$ cat config.mk
export PLATFORM = sky130hd
export DESIGN_NAME = ula_seq
export DESIGN_NICKNAME = d
export VERILOG_FILES = /design/src/rtl/ula_pkg.sv /design/src/rtl/ula_mul_seq.sv /design/src/rtl/ula_seq.sv
export SDC_FILE = /design/constraint.sdc
export NUM_CORES = 1
export LEC_CHECK = 0
export BUFFER_PORTS_ARGS = -buffer_cell sky130_fd_sc_hd__buf_2
export CORE_MARGIN = 5
export CORE_UTILIZATION = 32
export CTS_CLUSTER_SIZE = 12
export DETAILED_ROUTE_END_ITERATION = 16
export PLACE_DENSITY = 0.58
export SLEW_MARGIN = 10
export SYNTH_ARGS = -nofsm -noshare
export SYNTH_HDL_FRONTEND = slang
export SYNTH_HIERARCHICAL = 1
export SYNTH_SLANG_ARGS = --single-unit
$ cat constraint.sdc
create_clock -name Clock -period 5.85 [get_ports Clock]
set_clock_uncertainty 0.15 [all_clocks]
set_input_delay 1.17 -clock Clock [delete_from_list [all_inputs] [get_ports Clock]]
set_output_delay 1.17 -clock Clock [all_outputs]
set_load 0.05 [all_outputs]
$ cat src/rtl/ula_pkg.sv
// Shared definitions for the registered ALU: operation codes and FSM states.
package ula_pkg;

   localparam logic [2:0] OP_ADD  = 3'b000;
   localparam logic [2:0] OP_SUB  = 3'b001;
   localparam logic [2:0] OP_NAND = 3'b010;
   localparam logic [2:0] OP_SHL  = 3'b011;
   localparam logic [2:0] OP_SHR  = 3'b100;
   localparam logic [2:0] OP_MUL  = 3'b101;
   localparam logic [2:0] OP_SLT  = 3'b110;
   localparam logic [2:0] OP_PASS = 3'b111;

   typedef enum logic {
      S_IDLE = 1'b0,
      S_MUL  = 1'b1
   } state_t;

endpackage

$ cat src/rtl/ula_mul_seq.sv
// Unsigned shift-add multiplier: one partial product per cycle, WIDTH cycles.
// done pulses for one cycle once prod holds the full 2*WIDTH-bit product.
module ula_mul_seq #(
   parameter int WIDTH = 16
) (
   input  logic                 Clock,
   input  logic                 ResetN,
   input  logic                 start,
   input  logic [WIDTH-1:0]     A,
   input  logic [WIDTH-1:0]     B,
   output logic                 busy,
   output logic                 done,
   output logic [2*WIDTH-1:0]   prod
);

   localparam int CW = $clog2(WIDTH) + 1;

   logic [2*WIDTH-1:0] mcand_q, mcand_d;
   logic [WIDTH-1:0]   mplier_q, mplier_d;
   logic [2*WIDTH-1:0] acc_q, acc_d;
   logic [CW-1:0]      cnt_q, cnt_d;
   logic               busy_q, busy_d;
   logic               done_q, done_d;

   // Next-state: latch operands on start, otherwise one shift-add step per cycle
   always_comb begin
      mcand_d  = mcand_q;
      mplier_d = mplier_q;
      acc_d    = acc_q;
      cnt_d    = cnt_q;
      busy_d   = busy_q;
      done_d   = 1'b0;
      if (start) begin
         mcand_d  = {{WIDTH{1'b0}}, A};
         mplier_d = B;
         acc_d    = '0;
         cnt_d    = CW'(WIDTH);
         busy_d   = 1'b1;
      end else if (busy_q) begin
         if (mplier_q[0]) begin
            acc_d = acc_q + mcand_q;
         end
         mcand_d  = mcand_q << 1;
         mplier_d = mplier_q >> 1;
         cnt_d    = cnt_q - CW'(1);
         if (cnt_q == CW'(1)) begin
            busy_d = 1'b0;
            done_d = 1'b1;
         end
      end
   end

   // State registers; reset aborts any multiplication in flight
   always_ff @(posedge Clock or negedge ResetN) begin
      if (!ResetN) begin
         mcand_q  <= '0;
         mplier_q <= '0;
         acc_q    <= '0;
         cnt_q    <= '0;
         busy_q   <= 1'b0;
         done_q   <= 1'b0;
      end else begin
         mcand_q  <= mcand_d;
         mplier_q <= mplier_d;
         acc_q    <= acc_d;
         cnt_q    <= cnt_d;
         busy_q   <= busy_d;
         done_q   <= done_d;
      end
   end

   assign busy = busy_q;
   assign done = done_q;
   assign prod = acc_q;

endmodule

$ cat src/rtl/ula_seq.sv
// Registered ALU with valid/ready on both sides, status flags and a
// multi-cycle multiplier. Single-cycle ops land one edge after accept,
// MUL lands WIDTH+1 edges after accept.
module ula_seq
   import ula_pkg::*;
#(
   parameter int WIDTH  = 16,
   parameter bit MUL_EN = 1'b1
) (
   input  logic             Clock,
   input  logic             ResetN,
   input  logic             InValid,
   output logic             InReady,
   input  logic [WIDTH-1:0] A,
   input  logic [WIDTH-1:0] B,
   input  logic [2:0]       OpSelect,
   output logic             OutValid,
   input  logic             OutReady,
   output logic [WIDTH-1:0] Resul,
   output logic             Zero,
   output logic             Negative,
   output logic             Carry,
   output logic             Overflow,
   output logic             Busy
);

   localparam int SHW = $clog2(WIDTH);

   state_t             state_q, state_d;
   logic               run_q;
   logic               out_valid_q, out_valid_d;
   logic [WIDTH-1:0]   resul_q, resul_d;
   logic               zero_q, zero_d;
   logic               neg_q, neg_d;
   logic               carry_q, carry_d;
   logic               ovf_q, ovf_d;

   logic [SHW-1:0]     sh_amt;
   logic [WIDTH:0]     sum_ext;
   logic [WIDTH:0]     shl_ext;
   logic [WIDTH:0]     shr_ext;
   logic [WIDTH-1:0]   alu_res;
   logic               alu_c;
   logic               alu_v;

   logic               accept;
   logic               is_mul_op;
   logic               mul_busy;
   logic               mul_done;
   logic [2*WIDTH-1:0] mul_prod;

   assign sh_amt    = B[SHW-1:0];
   assign is_mul_op = MUL_EN && (OpSelect == OP_MUL);

   // run_q keeps InReady low while reset is held and for the first edge after it
   assign InReady = run_q && (state_q == S_IDLE) && (!out_valid_q || OutReady);
   assign accept  = InValid && InReady;

   // Single-cycle datapath: result, carry and overflow for the selected op
   always_comb begin
      alu_res = '0;
      alu_c   = 1'b0;
      alu_v   = 1'b0;
      sum_ext = '0;
      shl_ext = '0;
      shr_ext = '0;
      case (OpSelect)
         OP_ADD: begin
            sum_ext = {1'b0, A} + {1'b0, B};
            alu_res = sum_ext[WIDTH-1:0];
            alu_c   = sum_ext[WIDTH];
            alu_v   = (A[WIDTH-1] == B[WIDTH-1]) && (alu_res[WIDTH-1] != A[WIDTH-1]);
         end
         OP_SUB: begin
            // Bit WIDTH of the extended difference is the borrow (A < B unsigned)
            sum_ext = {1'b0, A} - {1'b0, B};
            alu_res = sum_ext[WIDTH-1:0];
            alu_c   = sum_ext[WIDTH];
            alu_v   = (A[WIDTH-1] != B[WIDTH-1]) && (alu_res[WIDTH-1] != A[WIDTH-1]);
         end
         OP_NAND: begin
            alu_res = ~(A & B);
         end
         OP_SHL: begin
            // The extra top bit catches the last bit shifted out (0 for amount 0)
            shl_ext = {1'b0, A} << sh_amt;
            alu_res = shl_ext[WIDTH-1:0];
            alu_c   = shl_ext[WIDTH];
         end
         OP_SHR: begin
            // The extra bottom bit catches the last bit shifted out (0 for amount 0)
            shr_ext = {A, 1'b0} >> sh_amt;
            alu_res = shr_ext[WIDTH:1];
            alu_c   = shr_ext[0];
         end
         OP_MUL: begin
            // Only reaches the output when the multiplier is not built
            alu_res = '0;
         end
         OP_SLT: begin
            alu_res = {{(WIDTH-1){1'b0}}, ($signed(A) < $signed(B))};
         end
         OP_PASS: begin
            alu_res = B;
         end
         default: begin
            alu_res = '0;
         end
      endcase
   end

   generate
      if (MUL_EN) begin : g_mul
         ula_mul_seq #(
            .WIDTH (WIDTH)
         ) u_mul (
            .Clock  (Clock),
            .ResetN (ResetN),
            .start  (accept && is_mul_op),
            .A      (A),
            .B      (B),
            .busy   (mul_busy),
            .done   (mul_done),
            .prod   (mul_prod)
         );
      end else begin : g_nomul
         assign mul_busy = 1'b0;
         assign mul_done = 1'b0;
         assign mul_prod = '0;
      end
   endgenerate

   // FSM and output stage: hold while stalled, drain on OutReady, load on accept or MUL done
   always_comb begin
      state_d     = state_q;
      out_valid_d = out_valid_q && !OutReady;
      resul_d     = resul_q;
      zero_d      = zero_q;
      neg_d       = neg_q;
      carry_d     = carry_q;
      ovf_d       = ovf_q;
      case (state_q)
         S_IDLE: begin
            if (accept) begin
               if (is_mul_op) begin
                  state_d = S_MUL;
               end else begin
                  out_valid_d = 1'b1;
                  resul_d     = alu_res;
                  zero_d      = (alu_res == '0);
                  neg_d       = alu_res[WIDTH-1];
                  carry_d     = alu_c;
                  ovf_d       = alu_v;
               end
            end
         end
         S_MUL: begin
            if (mul_done) begin
               state_d     = S_IDLE;
               out_valid_d = 1'b1;
               resul_d     = mul_prod[WIDTH-1:0];
               zero_d      = (mul_prod[WIDTH-1:0] == '0);
               neg_d       = mul_prod[WIDTH-1];
               carry_d     = |mul_prod[2*WIDTH-1:WIDTH];
               ovf_d       = 1'b0;
            end
         end
         default: begin
            state_d = S_IDLE;
         end
      endcase
   end

   // State and output registers; reset clears every output and drops any MUL
   always_ff @(posedge Clock or negedge ResetN) begin
      if (!ResetN) begin
         state_q     <= S_IDLE;
         run_q       <= 1'b0;
         out_valid_q <= 1'b0;
         resul_q     <= '0;
         zero_q      <= 1'b0;
         neg_q       <= 1'b0;
         carry_q     <= 1'b0;
         ovf_q       <= 1'b0;
      end else begin
         state_q     <= state_d;
         run_q       <= 1'b1;
         out_valid_q <= out_valid_d;
         resul_q     <= resul_d;
         zero_q      <= zero_d;
         neg_q       <= neg_d;
         carry_q     <= carry_d;
         ovf_q       <= ovf_d;
      end
   end

   assign OutValid = out_valid_q;
   assign Resul    = resul_q;
   assign Zero     = zero_q;
   assign Negative = neg_q;
   assign Carry    = carry_q;
   assign Overflow = ovf_q;
   assign Busy     = mul_busy || (state_q == S_MUL);

endmodule

# --- Word level (Yosys, flattened, before mapping) ---
# Cells that the tools add are included.
totals:
  output_inout_bits: 23
  input_bits: 39
  elab_cells: 104
  register_bits: 110
op_classes:
  reduce_logical: 19
  bitwise: 3
  eq_ne: 15
  addsub: 4
  muxes: 46
  shift: 2
  magnitude_cmp: 1
op_table:
  columns: ["operator", "n"]
  rows:
  - ["two-way mux 32 bit", 5]
  - ["case mux 16 bit (8 select lines)", 1]
  - ["two-way mux 16 bit", 5]
  - ["adder 32 bit", 1]
  - ["zero test 16 bit", 2]
  - ["case mux 16 bit (2 select lines)", 1]
  - ["two-way mux 1 bit", 24]
  - ["adder 16 x 16 -> 17 bit", 1]
  - ["left shift 16 x 4 -> 17 bit", 1]
  - [">> shifter 17 x 4 -> 17 bit", 1]
  - ["subtractor 16 x 16 -> 17 bit", 1]
  - ["bitwise AND 16 bit", 1]
  - ["< comparator 16 bit", 1]
  - ["inverter 16 bit", 1]
  - ["OR reduction 16 bit", 1]
  - ["case mux 1 bit (2 select lines)", 7]
  - ["== test 3 bit, second input constant", 4]
  - ["two-way mux 5 bit", 2]
  - ["logical AND 1 bit", 7]
  - ["== test 3 x 2 -> 1 bit, second input constant", 2]
  - ["== test 5 x 1 -> 1 bit, second input constant", 1]
  - ["subtractor 5 x 1 -> 5 bit, second input constant", 1]
  - ["inequality test 2 bit, second input constant", 2]
  - ["case mux 1 bit (4 select lines)", 1]
  - ["other kinds (11)", 16]

# --- Depth between registers and ports, before layout ---
logic_depth:
  depth_word: 7
  mapped_depth: 15
  depth_no_buf: 14

# --- Hierarchy ---
# Netlist, hierarchy kept.
modules_own_cells:
  columns: ["module", "n_inst", "area_each_um2", "cells_per_inst", "seq_area_each_um2"]
  rows:
  - ["ula_mul_seq", 1, 5286.3, 573, 2177.1]
  - ["ula_seq", 1, 4835.9, 648, 550.5]

# --- Least setup slack after synthesis ---
# Ideal clock, no wire load.
synth_timing:
  path_type: "input to register"
  startpoint: "input B[2]"
  endpoint: "register resul_q[14], in the netlist Resul[14]"
  setup_time_ns: 0.095
  n_path_buf: 3
  path_slack_ns: 1.608
  t_arrival_ns: 3.997
  stages: 15
  required_time_ns: 5.605
  path_cell_list: "buf_2 > inv_1 > clkbuf_1 > ha_1 > buf_2 > nor2b_1 > o311ai_0 > a21oi_1 > a311oi_1 > o211ai_1 > o211ai_1 > xnor2_1 > a21oi_1 > and2_1 > o31ai_1"
synth_between:
  elab_chain_len: 5
  word_cells_on_any_way: 8
  cone_classes: "2 x add/sub; 2 x shift; 4 x mux"
synth_lines:
  columns: ["item", "line_no", "text"]
  rows:
  - ["start, declared", "ula_seq.sv:15", "input logic [WIDTH-1:0] B,"]
  - ["subtractor 16 x 16 -> 17 bit, or another cell as far along", "ula_seq.sv:76", "sum_ext = {1'b0, A} - {1'b0, B};"]
  - ["case mux 16 bit (8 select lines) *", "ula_seq.sv:67", "case (OpSelect)"]
  - ["two-way mux 16 bit *", "ula_seq.sv:145", "if (is_mul_op) begin"]
  - ["two-way mux 16 bit *", "ula_seq.sv:144", "if (accept) begin"]
  - ["case mux 16 bit (2 select lines) *", "ula_seq.sv:142", "case (state_q)"]
  - ["end signal, assigned", "ula_seq.sv:189", "resul_q <= resul_d;"]
  - ["end, declared", "ula_seq.sv:32", "logic [WIDTH-1:0] resul_q, resul_d;"]
# Mark *: on every way between the ends. The rest lies on a longest branch, timed or not. The select of a mux whose other input is x is not followed.
# A chain may end at the register's enable or synchronous reset.

# --- Worst setup path after layout ---
# Ends and elaborated chain as after synthesis.

==> metrics.txt <==
Tot Pwr around 1.9 mW; Synth Flop Type dfrtp_1; max-slew violations 0; chip width 188 um; filler cell count 3287; first-pass GRT wire length 54400 um; row count 65; drt wl/cell 21.1 um; Reg clk slew, reported paths 70 ps; largest net degree at the start of global routing 129; Worst Setup EP Resul[14]; Tmin final between 4000 and 5000 ps; f_max 215 MHz; leakage power 4.27 nW; TritonRoute pass-1 iters 6; initial antenna violation count 0; area of the multi-input gates 6900 um2; Gate Count Post-Synth 1221; GP Congestion 0.969; Post-Route Setup TNS 0 ps; Worst R2R Setup Slack 2660 ps; via/cell ratio 5.79; register area between 2000 and 3000 um2; Setup Fix Bufs, Post-CTS 0; Peak VDD IR about 0.15 mV; EDFF count, synth 0; initial core utilization 32.2%; Synth area leaders dfrtp_1 27%, ha_1 8.2%, mux2i_1 7.7%; Yosys top cell area share between 20% and 30%; most common cell in the netlist nand2_1; library cells used by synthesis a little over 90; Final setup viols 0; grt total ovfl 0; r2r endpoint g_mul.u_mul/prod[30]; final wirelength approximately 35000 um; synthesized area between 10000 and 15000 um2; die height 188 um; Final Hold Fails 0; P per Cell Area 171 nW/um2; async set-reset flop share out of synthesis 100%; H-Tree Depth 3; Synthesis Warnings 6; Critical path origin B[2]; Final ANT Viol Nets 0; Clk Latency, worst-skew pair 370 ps; I/O Buffers 61; vias in the first global route 9091; CTS buffer count 9; Reg2Reg Depth 12; synthesized net count 1329; hold_buf cts 0; RSZ-0062 raised after global routing false; CTS Root Cell clkbuf_16; area of the die 35300 um2; cts repair resizes 0; All-Layer GR Usage a little under a fifth; sequential share of the synthesized area between 20% and 30%; Synth top cells by count 146 x nand2_1, 109 x dfrtp_1, 102 x nor2_1, 93 x a21oi_1, 92 x o21ai_0; status finished clean; Starting DRT DRC Count 951; Tcrit/Tclk final around 80%; Setup CP Type in2reg; core area about 31000 um2; Min-Delay Path Class reg2reg; ant diodes 0; Synth Register Bits 109; reg2reg start g_mul.u_mul/prod[0]; CTS tree built; worst path arrival time 4760 ps; Max FO, Critical Path 18; DRC 0; Worst Max-Slew Pin Slew 869 ps; Yosys top cell by area dfrtp_1; MaxCap Viol Count 0; Slew Limit Headroom 42.1%; Final nets 1340; clk sinks about 110; via count 9483; layout cell share with drive strength beyond 1 12.1%; Crit path required time 5960 ps; clk buf depth 2; DPL Wire Length 25500 um; Area Overhead vs Synth 9.53%; crit start category input port; I/O pin count 62; crit end category flop; Avg Cell Area, Syn between 8 and 9 um2
through the flow:
| stage | setup WS (ps) | instance area [um2] | hold slack, ps | utilization (%) | instances |
|---|---|---|---|---|---|
| floorplan | 1610 | 10100 | 268 | - | 1221 |
| global placement | 1020 | 10700 | 307 | 34.2 | 1623 |
| detailed placement | 941 | 10700 | 315 | 34.2 | 1623 |
| CTS | 1310 | 11100 | 335 | 35.3 | 1639 |
| global route | 966 | 11100 | 361 | 35.3 | 1639 |
| finish | 1190 | 11100 | 329 | 35.3 | 1639 |
critical path: stages:
cell,delay [ps]
buf_2,350
inv_1,160
ha_1,510
nor2b_1,100
o311ai_0,580
a21oi_1,260
a311oi_1,670
o211ai_1,160
o211ai_1,130
xnor2_1,140
a21oi_1,110
and2_1,180
o31ai_1,230
sequential cells by signal, summed over array words and instances (netlist names):
signal                flops
g_mul.u_mul/cnt_q         5
g_mul.u_mul/mplier_q     16
Carry                     1
Overflow                  1
Zero                      1
state_q                   1
Resul                    16
g_mul.u_mul/prod         32
g_mul.u_mul/done          1
g_mul.u_mul/mcand_q      32
g_mul.u_mul/busy          1
run_q                     1
OutValid                  1
metal layers:
metal,global-route usage (%),share of wire [%],wire length (um)
met5,0,0,0
met2,29.2,44,15100
met1,28.1,47,16400
met3,2.08,5.7,1960
met4,6.78,3.3,1150
how the worst min path moves through the flow:
stage                     startpoint  cells after the start  slack (ps)        to
global placement            Resul[7]                      2         310  Resul[7]
global route                Resul[1]                      2         360  Resul[1]
finish                      Resul[8]                      2         330  Resul[8]
detailed placement          Resul[3]                      1         320  Resul[3]
CTS                         Resul[3]                      1         330  Resul[3]
floorplan           g_mul.u_mul/done                      1         270   state_q
cell type report:
class / count / share of cell area [%]
Clock inverter: 7 / 1.16
Multi-Input combinational cell: 989 / 62.3
Timing Repair Buffer: 73 / 3.70
Tap cell: 402 / 4.54
Inverter: 50 / 1.69
Clock buffer: 9 / 2.03
Sequential cell: 109 / 24.6
layout by cell type (no fill, tap or decap), types with 8 or more instances in the layout:
| cell type | synthesis | final |
|---|---|---|
| mux2_2 | 15 | 15 |
| xnor2_1 | 23 | 23 |
| nand3b_1 | 9 | 9 |
| dfrtp_1 | 109 | 108 |
| nor4_1 | 14 | 14 |
| a21oi_1 | 93 | 92 |
| o22ai_1 | 11 | 11 |
| o21bai_1 | 12 | 12 |
| nor3_1 | 28 | 27 |
| nand4_1 | 8 | 8 |
| inv_1 | 47 | 47 |
| nand2b_1 | 20 | 20 |
| a211oi_1 | 19 | 19 |
| nand3_1 | 19 | 19 |
| clkbuf_16 | 0 | 9 |
| a31oi_1 | 11 | 11 |
| nor2_1 | 102 | 102 |
| a21o_1 | 17 | 17 |
| o21ai_0 | 92 | 92 |
| nand2_1 | 146 | 146 |
| xor2_1 | 11 | 11 |
| mux2i_1 | 78 | 78 |
| mux4_2 | 12 | 12 |
| nor2b_1 | 19 | 19 |
| buf_2 | 12 | 60 |
| ha_1 | 66 | 66 |
| buf_4 | 1 | 12 |
| o211ai_1 | 13 | 13 |
power breakdown:
part | switching (mW) | total (mW) | leakage (nW) | internal, mW
combinational | 0.280 | 0.435 | 3.00 | 0.155
clock | 0.319 | 0.710 | 0.170 | 0.391
sequential | 0.0000554 | 0.753 | 1.10 | 0.753
cell families after synthesis:
logic type	synth area share [%]
xor gates and xnor gates	2.94
muxes	13.6
DFF	26.9
adders and majority gates	8.75
AOI/OAI and AO/OA	23.5
buffers and inverters	4.94
and+or+nand+nor	19.2
other	0.0370
(Power assumes the default switching activity.)
